$ cat src/rtl/booth_div_pkg.sv
// booth_pkg: shared definitions for the booth_div sequential divider.
//   DEF_WIDTH    - default operand width W (dividend is 2W bits)
//   state_t      - divider FSM state encoding (2 bits)
//   SAT_POS_MASK - source pattern for the signed saturation constants;
//                  the top slices the upper WIDTH bits (0x7FFF for W=16)
//                  and uses its complement for the negative limit (0x8000).
package booth_pkg;

  localparam int unsigned DEF_WIDTH = 16;

  typedef enum logic [1:0] {
    IDLE  = 2'd0,
    ITER  = 2'd1,
    FIXUP = 2'd2,
    DONE  = 2'd3
  } state_t;

  localparam logic [63:0] SAT_POS_MASK = 64'h7FFF_FFFF_FFFF_FFFF;

endpackage

$ cat src/rtl/booth_div_if.sv
// booth_div_if: start/ready handshake and operand/result bundle of booth_div.
//   start, dividend[2W-1:0], divisor[W-1:0]       requester -> divider
//   quotient, remainder, done, busy,
//   div_by_zero, overflow                         divider -> requester
// Modports: master (requester side), slave (divider side).
interface booth_div_if
  import booth_pkg::*;
#(
  parameter int unsigned WIDTH = DEF_WIDTH
);

  logic                 start;
  logic [2*WIDTH-1:0]   dividend;
  logic [WIDTH-1:0]     divisor;
  logic [WIDTH-1:0]     quotient;
  logic [WIDTH-1:0]     remainder;
  logic                 done;
  logic                 busy;
  logic                 div_by_zero;
  logic                 overflow;

  modport master (
    output start, dividend, divisor,
    input  quotient, remainder, done, busy, div_by_zero, overflow
  );

  modport slave (
    input  start, dividend, divisor,
    output quotient, remainder, done, busy, div_by_zero, overflow
  );

endinterface

$ cat src/rtl/booth_div_step.sv
// div_step: one restoring-division iteration (purely combinational).
//   r_in    - current partial remainder R (always < divisor)
//   q_msb   - MSB of the quotient/dividend shift register, shifted into R
//   divisor - divisor magnitude
//   r_out   - next partial remainder
//   q_bit   - quotient bit produced by this iteration
module div_step
  import booth_pkg::*;
#(
  parameter int unsigned WIDTH = DEF_WIDTH
) (
  input  logic [WIDTH-1:0] r_in,
  input  logic             q_msb,
  input  logic [WIDTH-1:0] divisor,
  output logic [WIDTH-1:0] r_out,
  output logic             q_bit
);

  // The shifted trial needs W+1 bits: R < divisor <= 2^W-1 means 2R+1 can
  // exceed W bits, but after a successful subtract the result fits again.
  logic [WIDTH:0] trial;

  always_comb begin
    trial = {r_in, q_msb};
    q_bit = (trial >= {1'b0, divisor});
    r_out = q_bit ? WIDTH'(trial - {1'b0, divisor}) : trial[WIDTH-1:0];
  end

endmodule

$ cat src/rtl/booth_div.sv
// booth_div: sequential radix-2 restoring divider, 2W-bit dividend by
// W-bit divisor, one quotient bit per clock.
//   clk    - clock, rising edge
//   rst_n  - asynchronous active-low reset
//   bus    - booth_div_if.slave: start/dividend/divisor in;
//            quotient/remainder/done/busy/div_by_zero/overflow out
// Optional feature macro: DIV_SIGNED_EN (two's complement operands,
// truncating division with saturating overflow). Undefined: unsigned only.
module booth_div
  import booth_pkg::*;
#(
  parameter int unsigned WIDTH = DEF_WIDTH
) (
  input  logic          clk,
  input  logic          rst_n,
  booth_div_if.slave    bus
);

  localparam int unsigned CW = $clog2(WIDTH + 1);

  state_t           state_q, state_d;
  logic [WIDTH-1:0] r_q, r_d;
  logic [WIDTH-1:0] q_q, q_d;
  logic [CW-1:0]    cnt_q, cnt_d;
  logic [WIDTH-1:0] dsr_q, dsr_d;
  logic [WIDTH-1:0] lo_q, lo_d;
  logic [WIDTH-1:0] quot_q, quot_d;
  logic [WIDTH-1:0] rem_q, rem_d;
  logic             done_q, done_d;
  logic             busy_q, busy_d;
  logic             dbz_q, dbz_d;
  logic             ovf_q, ovf_d;

  logic [2*WIDTH-1:0] dvd_mag;
  logic [WIDTH-1:0]   dsr_mag;
  logic [WIDTH-1:0]   step_r;
  logic               step_q;

`ifdef DIV_SIGNED_EN
  localparam logic [WIDTH-1:0] SAT_POS = SAT_POS_MASK[63 -: WIDTH];
  localparam logic [WIDTH-1:0] SAT_NEG = ~SAT_POS;

  logic qneg_q, qneg_d;
  logic rneg_q, rneg_d;
  logic dvd_neg, dsr_neg;

  assign dvd_neg = bus.dividend[2*WIDTH-1];
  assign dsr_neg = bus.divisor[WIDTH-1];
  assign dvd_mag = dvd_neg ? -bus.dividend : bus.dividend;
  assign dsr_mag = dsr_neg ? -bus.divisor  : bus.divisor;
`else
  assign dvd_mag = bus.dividend;
  assign dsr_mag = bus.divisor;
`endif

  div_step #(.WIDTH(WIDTH)) u_step (
    .r_in    (r_q),
    .q_msb   (q_q[WIDTH-1]),
    .divisor (dsr_q),
    .r_out   (step_r),
    .q_bit   (step_q)
  );

  always_comb begin
    state_d = state_q;
    r_d     = r_q;
    q_d     = q_q;
    cnt_d   = cnt_q;
    dsr_d   = dsr_q;
    lo_d    = lo_q;
    quot_d  = quot_q;
    rem_d   = rem_q;
    dbz_d   = dbz_q;
    ovf_d   = ovf_q;
    done_d  = 1'b0;
`ifdef DIV_SIGNED_EN
    qneg_d  = qneg_q;
    rneg_d  = rneg_q;
`endif

    case (state_q)
      IDLE: begin
        if (bus.start) begin
          r_d   = dvd_mag[2*WIDTH-1:WIDTH];
          q_d   = dvd_mag[WIDTH-1:0];
          dsr_d = dsr_mag;
          lo_d  = bus.dividend[WIDTH-1:0];
          cnt_d = CW'(WIDTH);
          dbz_d = 1'b0;
          ovf_d = 1'b0;
`ifdef DIV_SIGNED_EN
          qneg_d = dvd_neg ^ dsr_neg;
          rneg_d = dvd_neg;
`endif
          if (dsr_mag == '0) begin
            dbz_d   = 1'b1;
            state_d = FIXUP;
          end else if (dvd_mag[2*WIDTH-1:WIDTH] >= dsr_mag) begin
            // Quotient would not fit in W bits.
            ovf_d   = 1'b1;
            state_d = FIXUP;
          end else begin
            state_d = ITER;
          end
        end
      end

      ITER: begin
        r_d   = step_r;
        q_d   = {q_q[WIDTH-2:0], step_q};
        cnt_d = cnt_q - CW'(1);
        if (cnt_q == CW'(1)) begin
          state_d = FIXUP;
        end
      end

      FIXUP: begin
        done_d  = 1'b1;
        state_d = DONE;
        if (dbz_q) begin
          quot_d = '1;
          rem_d  = lo_q;
        end else if (ovf_q) begin
`ifdef DIV_SIGNED_EN
          quot_d = qneg_q ? SAT_NEG : SAT_POS;
`else
          quot_d = '1;
`endif
          rem_d  = '0;
        end else begin
`ifdef DIV_SIGNED_EN
          // Magnitude quotient may still exceed the signed range even
          // though the unsigned pre-check passed.
          if (qneg_q ? (q_q > SAT_NEG) : (q_q > SAT_POS)) begin
            ovf_d  = 1'b1;
            quot_d = qneg_q ? SAT_NEG : SAT_POS;
            rem_d  = '0;
          end else begin
            quot_d = qneg_q ? -q_q : q_q;
            rem_d  = rneg_q ? -r_q : r_q;
          end
`else
          quot_d = q_q;
          rem_d  = r_q;
`endif
        end
      end

      DONE: begin
        state_d = IDLE;
      end

      default: begin
        state_d = IDLE;
      end
    endcase

    busy_d = (state_d != IDLE);
  end

  always_ff @(posedge clk or negedge rst_n) begin
    if (!rst_n) begin
      state_q <= IDLE;
      r_q     <= '0;
      q_q     <= '0;
      cnt_q   <= '0;
      dsr_q   <= '0;
      lo_q    <= '0;
      quot_q  <= '0;
      rem_q   <= '0;
      done_q  <= 1'b0;
      busy_q  <= 1'b0;
      dbz_q   <= 1'b0;
      ovf_q   <= 1'b0;
`ifdef DIV_SIGNED_EN
      qneg_q  <= 1'b0;
      rneg_q  <= 1'b0;
`endif
    end else begin
      state_q <= state_d;
      r_q     <= r_d;
      q_q     <= q_d;
      cnt_q   <= cnt_d;
      dsr_q   <= dsr_d;
      lo_q    <= lo_d;
      quot_q  <= quot_d;
      rem_q   <= rem_d;
      done_q  <= done_d;
      busy_q  <= busy_d;
      dbz_q   <= dbz_d;
      ovf_q   <= ovf_d;
`ifdef DIV_SIGNED_EN
      qneg_q  <= qneg_d;
      rneg_q  <= rneg_d;
`endif
    end
  end

  assign bus.quotient    = quot_q;
  assign bus.remainder   = rem_q;
  assign bus.done        = done_q;
  assign bus.busy        = busy_q;
  assign bus.div_by_zero = dbz_q;
  assign bus.overflow    = ovf_q;

endmodule
$ cat src/flat_wrapper.sv
// flat-port wrapper written by rule: the top's interface ports become plain ports
module booth_div_flat import booth_pkg::*;
#(
  parameter int unsigned WIDTH = DEF_WIDTH
)
  (clk, rst_n, bus_start, bus_dividend, bus_divisor, bus_quotient, bus_remainder, bus_done, bus_busy, bus_div_by_zero, bus_overflow);
  booth_div_if #(.WIDTH(WIDTH)) bus_i ();
  input  logic clk;
  input  logic rst_n;
  input wire logic [$bits(bus_i.start)-1:0] bus_start;
  input wire logic [$bits(bus_i.dividend)-1:0] bus_dividend;
  input wire logic [$bits(bus_i.divisor)-1:0] bus_divisor;
  output wire logic [$bits(bus_i.quotient)-1:0] bus_quotient;
  output wire logic [$bits(bus_i.remainder)-1:0] bus_remainder;
  output wire logic [$bits(bus_i.done)-1:0] bus_done;
  output wire logic [$bits(bus_i.busy)-1:0] bus_busy;
  output wire logic [$bits(bus_i.div_by_zero)-1:0] bus_div_by_zero;
  output wire logic [$bits(bus_i.overflow)-1:0] bus_overflow;
  assign bus_i.start = bus_start;
  assign bus_i.dividend = bus_dividend;
  assign bus_i.divisor = bus_divisor;
  assign bus_quotient = bus_i.quotient;
  assign bus_remainder = bus_i.remainder;
  assign bus_done = bus_i.done;
  assign bus_busy = bus_i.busy;
  assign bus_div_by_zero = bus_i.div_by_zero;
  assign bus_overflow = bus_i.overflow;
  booth_div #(.WIDTH(WIDTH)) u_core (.clk(clk), .rst_n(rst_n), .bus(bus_i));
endmodule
$ cat config.mk
export PLATFORM = sky130hd
export DESIGN_NAME = booth_div_flat
export DESIGN_NICKNAME = d
export VERILOG_FILES = /design/src/rtl/booth_div_pkg.sv /design/src/rtl/booth_div_if.sv /design/src/rtl/booth_div_step.sv /design/src/rtl/booth_div.sv /design/src/flat_wrapper.sv
export SDC_FILE = /design/constraint.sdc
export NUM_CORES = 1
export LEC_CHECK = 0
export BUFFER_PORTS_ARGS = -buffer_cell sky130_fd_sc_hd__clkbuf_2
export CORE_AREA = 2 2 102 104
export DETAILED_ROUTE_END_ITERATION = 6
export DIE_AREA = 0 0 104 106
export PLACE_DENSITY = 0.84
export RECOVER_POWER = 25
export SKIP_LAST_GASP = 1
export SYNTH_ARGS = -nofsm -noshare
export SYNTH_HDL_FRONTEND = slang
export SYNTH_HIERARCHICAL = 1
export SYNTH_SLANG_ARGS = --single-unit
$ cat constraint.sdc
create_clock -name clk -period 6.4 [get_ports clk]
set_clock_uncertainty 0.2 [all_clocks]
set_input_delay 1.28 -clock clk [delete_from_list [all_inputs] [get_ports clk]]
set_output_delay 1.28 -clock clk [all_outputs]
set_load 0.005 [all_outputs]
==> results.yml, run 1 <==
yosys:
  synth_top_area_share_pct: 44.3
  synth_ff_type: "dfrtp_1"
  yosysSeqAreaShare_pct: 44.3
  ys_types: 59
  synth.cell_area_sq_mm: 0.00605
  postSynth.asyncResetShare_pct: 100
  yosys-top-cells-count: "dfrtp_1, nand2_1, o21ai_1, nor2_1, inv_1"
  synth_area_leaders: "dfrtp_1, ha_1, nand2_1"
  ys_warn_count: 6
  syn-instance-count: 653
  ys_ff_latch: 107
  synth_edf_count: 0
  synth_fp_nets: 739
  synth.largest_area_cell: "dfrtp_1"
  syn_avg_cell_area_sq_um: 9.26
  synth_most_common_cell: "dfrtp_1"
sta:
  slew_violations: 52
  fin_crit_sh_pct: 60.5
  hold_slack_ps: 293
  setup_viol: 0
  final_hold_viol_count: 0
  fin_crit_ps: 3870
  rsz0062_at_grt: "false"
  fmax_ghz: 0.258
  worstMarginPinSlew_ps: 2800
  fin_setup_tns_ps: 0
  relSlewSlack_pct: -86.8
clock_network:
  post_cts_resized: 0
  cts_tree: "built"
  cts_setup_buffers: 0
  cts_root_buf: "clkbuf_8"
  cts-buffers-inserted: 9
  cts_sinks: 107
  cts_hold_buf: 0
  clkTransAtPathRegs_ps: 110
  clkLatencyLatePin_ps: 390
  h-tree-depth: 3
  cts_max_path_buffers: 2
setup_path:
  cp_slowest_stage_delay_ps: 1950
  critPathMaxFanout: 57
  cp_top_family: "buffers and inverters"
  crit_buf_inv: 2
  cp-startpoint: "rst_n"
  reg2reg_from: "u_core/state_q[1]"
  r2r_cells: 4
  slowest_stage: "clkbuf_1"
  r2r-end: "u_core/bus.quotient[5]"
  cp_cell_sequence: "clkbuf_1 > buf_4"
  arrival_ps: 4130
  critPathKind: "in2async"
  reg2reg_slack_ps: 2960
  cp.required_ps: 6650
  end_kind: "asynchronous set/reset pin"
  worst_setup_path_start_kind: "input port"
power:
  p_int_w: 0.00232
  p_leak_nw: 3.25
  switching_share_pct: 44.0
  combPwrFrac_pct: 56.4
  vdd_drop_max_v: 0.000274
  switchingPower_w: 0.00182
  p_seq_share_pct: 32.0
  clockPowerShare_pct: 11.6
  power_density_mw_per_mm2: 613
drt:
  num_vias: 5140
  drc: 0
  finalWirelength_um: 15300
  detail_route.wl_per_cell_um: 17.8
  drt_iter0_drc: 317
  first_pass_iters: 6
  routed_via_density: 5.99
  antenna_left: 0
floorplan:
  die_area_sq_mm: 0.0110
  initial_core_util_pct: 60.5
  io_pins: 87
  core_sq_mm: 0.0100
  die_w_um: 104
  die_y_um: 106
  rows: 37
global_routing:
  grt-ovfl-total: 0
  grt_pass1_wl_um: 25200
  grt_pass1_vias: 5066
  grt_usage_pct: 28.8
  grt_max_degree: 58
  antenna_found_initial: 0
placed_design:
  placed_cell_area_sq_mm: 0.00652
  gp_congestion: 0.900
  hpwl_um: 11200
  port_buffers: 86
cells_and_area:
  ff_latch_area_sq_mm: 0.00268
  area_growth_pct: 11.5
  diodes: 0
  layout.nets: 803
  drive_gt1_share_pct: 17.2
  stdcell_area_sq_mm: 0.00675
  multi_input_area_sq_mm: 0.00303
  fill_cells: 843
status:
  violations: "capacitance limit, slew limit"
  outcome: "finished, violations left"
run:
  drv_cap: 1
min_path:
  hp-start: "u_core/cnt_q[4]"
  hold-path-cell-count: 1
  min_path_type: "reg2reg"
  hold_end: "u_core/cnt_q[4]"
==> layout make-up <==
cell class / count / share of cell area, %
Clock buffer: 9 / 1.84
Sequential cell: 107 / 39.7
Tap cell: 136 / 2.52
Inverter: 44 / 2.49
Multi-Input combinational cell: 464 / 45.0
Timing Repair Buffer: 91 / 6.84
Clock inverter: 7 / 1.65
==> logic make-up after synthesis <==
logic type / count (synthesis) / synth area share (%)
and+or+nand+nor: 208 / 15.7
AOI/OAI and AO/OA: 179 / 19.5
DFF: 107 / 44.3
buffers and inverters: 82 / 5.65
adders and majority gates: 35 / 7.36
muxes: 30 / 5.71
xor gates and xnor gates: 12 / 1.74
==> power groups by stage <==
stage          sequential, W  clock [W]  combinational (W)
2_1_floorplan        0.00122          0            0.00183
3_3_place_gp         0.00131          0            0.00220
3_5_place_dp         0.00133          0            0.00230
4_1_cts              0.00132   0.000485            0.00232
5_1_grt              0.00136   0.000516            0.00257
6_report             0.00132   0.000481            0.00233
==> cells in the final DEF, fill, tap and decap left out, types with 17 or more instances in the layout <==
cell,Yosys,routed
a22oi_1,17,17
dfrtp_1,107,107
nand2_1,106,106
a21oi_1,34,34
o21ai_1,51,43
mux2i_1,18,18
ha_1,34,34
nor2_1,44,44
o21ai_0,14,22
inv_1,42,42
nor2b_1,21,20
clkbuf_2,0,84
==> through the flow <==
step	util [%]	worst slack [ps]	total power (W)	std cells
finish	67.5	2530	0.00414	858
global route	67.5	1920	0.00444	858
CTS	67.6	3020	0.00412	858
detailed placement	65.2	3050	0.00362	842
global placement	65.2	3120	0.00351	842
floorplan	-	3330	0.00306	653
==> sequential cells by signal (all words and copies together), names as in the netlist, 2 cells and up <==
| signal | count |
|---|---|
| u_core/bus.quotient | 16 |
| u_core/bus.remainder | 16 |
| u_core/dsr_q | 16 |
| u_core/lo_q | 16 |
| u_core/q_q | 16 |
| u_core/r_q | 16 |
| u_core/cnt_q | 5 |
| u_core/state_q | 2 |
==> routing by layer <==
layer,global-route usage [%],share of wire (%),vias up
li1,-,-,2424
met1,38.1,43,2477
met2,48.5,49,207
met3,4.11,5.4,32
met4,10.9,2.4,0
met5,0,0,-
==> how the worst max path moves through the flow <==
stage,endpoint,depth (start not counted)
after detailed placement,u_core/bus.quotient[9],4
after CTS,u_core/bus.quotient[9],4
after global routing,u_core/dsr_q[6],2
final,u_core/dsr_q[14],2
after floorplan,u_core/state_q[1],7
after global placement,u_core/state_q[1],8
Power figures use the tool's default switching activity.
==> run 2, diff against run 1 <==
Settings changed: CORE_AREA 2 2 102 104 to 2 2 106 108, DIE_AREA 0 0 104 106 to 0 0 108 110, PLACE_DENSITY 0.84 to 0.79.
Clock period 6.4 ns to 3.84 ns, I/O delays scaled along.
==> run 2 against run 1 <==
  * The flow still finishes with violations (capacitance limit, slew limit)
  * Cell count is 1.4% higher
  * Die area is 7.8% higher
  * Non-clock buffer count rose by 8
  * Flip-flop and latch count unchanged
  * Hold slack improved by 3.8 ps
  * Wire length increased by 4.0%
==> results.yml, run 2 (synthesis gave the netlist of run 1 again) <==
status:
  outcome: "finished, violations left"
  violations: "capacitance limit, slew limit"
clock_network:
  post_cts_resized: 0
  clkLatencyLatePin_ps: 390
  cts_max_path_buffers: 2
  h-tree-depth: 3
  cts-buffers-inserted: 9
  cts_root_buf: "clkbuf_8"
  clkTransAtPathRegs_ps: 100
  cts_sinks: 107
  cts_setup_buffers: 0
  cts_tree: "built"
  cts_hold_buf: 0
drt:
  detail_route.wl_per_cell_um: 18.3
  num_vias: 5199
  drc: 0
  routed_via_density: 5.98
  drt_iter0_drc: 353
  antenna_left: 0
  first_pass_iters: 5
  finalWirelength_um: 15900
setup_path:
  r2r-end: "u_core/r_q[11]"
  r2r_cells: 10
  crit_buf_inv: 1
  critPathKind: "reg2reg"
  cp.required_ps: 3910
  end_kind: "flip-flop"
  arrival_ps: 3100
  path_depth: 10
  setup.worst_path.end: "u_core/r_q[11]"
  reg2reg_from: "u_core/r_q[13]"
  slowest_stage: "dfrtp_1"
  cp_slowest_stage_delay_ps: 450
  cp-startpoint: "u_core/r_q[13]"
  cp_top_family: "compound AO/OA/AOI/OAI gates"
  cp_cell_sequence: "ha_1 > a21o_1 > a211o_1 > a41o_1 > a31oi_4 > o21a_4 > inv_4 > mux2_4 > mux2i_1 > o21ai_1"
  critPathMaxFanout: 13
  reg2reg_slack_ps: 800
  worst_setup_path_start_kind: "flip-flop"
floorplan:
  io_pins: 87
  die_y_um: 110
  initial_core_util_pct: 56.5
  die_area_sq_mm: 0.0119
  rows: 38
  die_w_um: 108
  core_sq_mm: 0.0107
cells_and_area:
  fill_cells: 916
  final_common_cell: "dfrtp_1"
  area_growth_pct: 12.1
  diodes: 0
  layout_common_cells: "dfrtp_1, nand2_1, clkbuf_2"
  drive_gt1_share_pct: 18.5
  layout.nets: 811
sta:
  final_hold_viol_count: 0
  worstMarginPinSlew_ps: 1840
  relSlewSlack_pct: -22.9
  fmax_ghz: 0.329
  slew_violations: 75
  fin_ws_ps: 802
  rsz0062_at_grt: "false"
  fin_crit_ps: 3040
  setup_viol: 0
  fin_crit_sh_pct: 79.1
  fin_setup_tns_ps: 0
global_routing:
  grt-ovfl-total: 0
  antenna_found_initial: 0
  grt_max_degree: 75
  grt_pass1_wl_um: 26000
  grt_usage_pct: 28.3
  grt_pass1_vias: 5088
min_path:
  min_path_type: "reg2reg"
placed_design:
  port_buffers: 86
  gp_congestion: 0.909
  hpwl_um: 11800
  dp_slack_ps: 849
power:
  power_density_mw_per_mm2: 1010
  vdd_drop_max_v: 0.000446
  p_leak_nw: 3.28
run:
  drv_cap: 1
==> run 2: changes by cell type in the layout (fill, tap and decap cells not counted), sizes merged <==
cell and delta:
buf +8, clkinv +1, bufinv -2, clkinvlp +1
==> run 2: cell type report <==
class | count | area, sq um | area share, %
Clock inverter | 7 | 62.6 | 0.923
Clock buffer | 9 | 124 | 1.83
Timing Repair Buffer | 99 | 537 | 7.92
Multi-Input combinational cell | 464 | 3040 | 44.8
Sequential cell | 107 | 2680 | 39.5
Inverter | 44 | 168 | 2.47
Tap cell | 140 | 175 | 2.58
==> run 2: worst reg2reg max path, delay by kind of cell (launching register included) <==
family / cells / cell delay [ps]
AOI/OAI and AO/OA: 6 / 1250
adders and majority gates: 1 / 430
buffers and inverters: 1 / 110
DFF: 1 / 450
muxes: 2 / 480
==> run 2: power by group <==
part           internal, W  switching [W]  total [W]
clock network     0.000246       0.000421   0.000667
logic              0.00185        0.00215    0.00400
registers          0.00169       0.000469    0.00216
==> run 2: routing by layer <==
metal | vias up | wire (um) | global-route usage [%]
li1 | 2440 | - | -
met5 | - | 0 | 0
met3 | 24 | 798 | 3.76
met2 | 179 | 7900 | 48.3
met4 | 0 | 359 | 11.5
met1 | 2556 | 6860 | 36.7
==> run 2: how the worst min path moves through the flow <==
stage                               start  cells past startpoint         endpoint  slack, ps
final                     u_core/dsr_q[3]                      2  u_core/dsr_q[3]        300
after global routing       u_core/lo_q[5]                      2   u_core/lo_q[5]        320
after CTS                 u_core/dsr_q[3]                      2  u_core/dsr_q[3]        300
after detailed placement  u_core/lo_q[13]                      2  u_core/lo_q[13]        270
after global placement     u_core/lo_q[9]                      2   u_core/lo_q[9]        260
after floorplan           u_core/cnt_q[4]                      1  u_core/cnt_q[4]        250
==> run 2: stage by stage <==
step           area, sq um  util (%)  instances  power, W  hold slack, ps
2_1_floorplan         6050         -        653   0.00509             246
3_3_place_gp          6600      61.7        854   0.00596             261
3_5_place_dp          6600      61.7        854   0.00612             274
4_1_cts               6790      63.5        870   0.00680             299
5_1_grt               6780      63.4        870   0.00740             325
6_report              6780      63.4        870   0.00682             297
==> run 3, diff against run 2 <==
Settings changed: CORE_AREA 2 2 106 108 to 2 2 111 113, DIE_AREA 0 0 108 110 to 0 0 113 115, PLACE_DENSITY 0.79 to 0.76.
Clock period 3.84 ns to 2.6 ns, I/O delays scaled along.
==> run 3 against run 2 <==
  * The flow finishes with violations (DRC, setup timing)
  * Critical path depth up 1
  * Count of clock-buffer cells in the layout up 2
  * Register-to-register slack got worse by 920 ps
  * Worst setup slack got worse by 920 ps
  * Wire length is 6.2% higher
  * Non-clock buffer count rose by 60
  * First-iteration DRC count up 14%
  * Design area is 12% higher
  * Utilization up 0.74 points
==> results.yml, run 3 (synthesis gave the netlist of run 1 again) <==
setup_path:
  worst_setup_path_start_kind: "flip-flop"
  critPathKind: "reg2reg"
  critPathMaxFanout: 6
  reg2reg_from: "u_core/dsr_q[14]"
  cp-startpoint: "u_core/dsr_q[14]"
  cp.required_ps: 2620
  end_kind: "flip-flop"
  arrival_ps: 2730
cells_and_area:
  ff_latch_area_sq_mm: 0.00268
  stdcell_area_sq_mm: 0.00757
  final_util_pct: 64.1
  drive_gt1_share_pct: 27.5
  diodes: 0
  multi_input_area_sq_mm: 0.00325
  final_common_cell: "dfrtp_1"
  layout.nets: 872
  area_growth_pct: 25.2
  layout_common_cells: "dfrtp_1, nand2_1, clkbuf_2"
  fill_cells: 959
clock_network:
  cts_tree: "built"
  h-tree-depth: 3
  cts_sinks: 107
  cts-buffers-inserted: 9
  cts_max_path_buffers: 2
  clkLatencyLatePin_ps: 350
  cts_root_buf: "clkbuf_16"
  clkTransAtPathRegs_ps: 70
sta:
  fin_ws_ps: -117
  final_hold_viol_count: 0
  setup_viol: 15
  slew_violations: 0
  fin_crit_sh_pct: 105
  hold_slack_ps: 203
  fmax_ghz: 0.368
  fin_crit_ps: 2720
  worstMarginPinSlew_ps: 836
  relSlewSlack_pct: 44.2
  rsz0062_at_grt: "true"
placed_design:
  placed_cell_area_sq_mm: 0.00696
  hpwl_um: 12100
  gp_congestion: 0.918
  port_buffers: 86
global_routing:
  grt_max_degree: 51
  grt_pass1_wl_um: 27100
  grt_pass1_vias: 5503
  grt_usage_pct: 26.2
  grt-ovfl-total: 0
  antenna_found_initial: 0
drt:
  drc: 8
  num_vias: 5491
  routed_via_density: 5.86
  first_pass_iters: 7
  detail_route.wl_per_cell_um: 18.0
  drt_iter0_drc: 404
  finalWirelength_um: 16900
  antenna_left: 0
min_path:
  min_path_type: "in2reg"
  hp-start: "bus_dividend[1]"
power:
  power_density_mw_per_mm2: 1600
  p_leak_nw: 3.65
  vdd_drop_max_v: 0.000630
status:
  violations: "DRC, setup timing"
  outcome: "finished, violations left"
floorplan:
  core_sq_mm: 0.0118
  die_area_sq_mm: 0.0130
  die_w_um: 113
  die_y_um: 115
  initial_core_util_pct: 51.2
  rows: 40
  io_pins: 87
run:
  drv_cap: 0
==> run 3: routing by layer <==
metal,vias to the layer above,global-route usage [%],wire length (um)
li1,2555,-,-
met1,2673,33.6,7200
met2,227,45.1,8360
met3,36,4.96,904
met4,0,8.46,446
met5,-,0,0
==> run 3: final timing paths <==
path / end / slack, ps / cells after the start
setup / recovery: u_core/r_q[11] / -120 / 11
hold / removal: u_core/lo_q[1] / 200 / 3
setup reg to reg: u_core/r_q[11] / -120 / 11
hold reg to reg: u_core/cnt_q[4] / 280 / 1
max in group asynchronous: u_core/bus.quotient[0] / 310 / 3
min in group asynchronous: u_core/q_q[7] / 610 / 2
==> run 3: critical path, stage by stage, from the launching register on <==
cell and delay (ps):
dfrtp_1 390, inv_2 80, ha_4 190, a21o_1 160, a211o_1 280, a41o_1 260
a31oi_4 180, o21a_4 230, inv_8 70, mux2_4 300, mux2i_1 170, o21ai_1 90
==> run 3: area by class of cell <==
cell class,count,area share (%)
clock inverters,4,0.776
flip-flops and latches,107,35.3
repair inverters,1,0.116
well taps,147,2.43
multi-input cells,464,42.9
inverters,44,2.28
repair buffers,159,12.9
clock buffers,11,3.20
==> run 3: through the flow <==
step | setup slack, ps | total power (W) | instances | setup TNS, ps
2_1_floorplan | -159 | 0.00752 | 653 | -1270
3_3_place_gp | -133 | 0.00943 | 908 | -937
3_5_place_dp | -255 | 0.00971 | 908 | -2650
4_1_cts | -90.2 | 0.0115 | 930 | -625
5_1_grt | -248 | 0.0130 | 937 | -2790
6_report | -117 | 0.0122 | 937 | -1130
==> run 3: report_power, final <==
group	switching (W)	internal, W
clock network	0.000620	0.000781
logic	0.00383	0.00383
registers	0.000588	0.00250
==> run 3: timing repair <==
| action | 4_1_cts | 5_1_grt |
|---|---|---|
| buffers inserted | 5 | 7 |
| pin swaps | 6 | 10 |
| hold endpoints to repair | 33 | 0 |
| resized for setup | 16 | 24 |
| endpoints found under the setup margin | 15 | 17 |
| gates cloned | 1 | 0 |
| hold buffers | 1 | 0 |
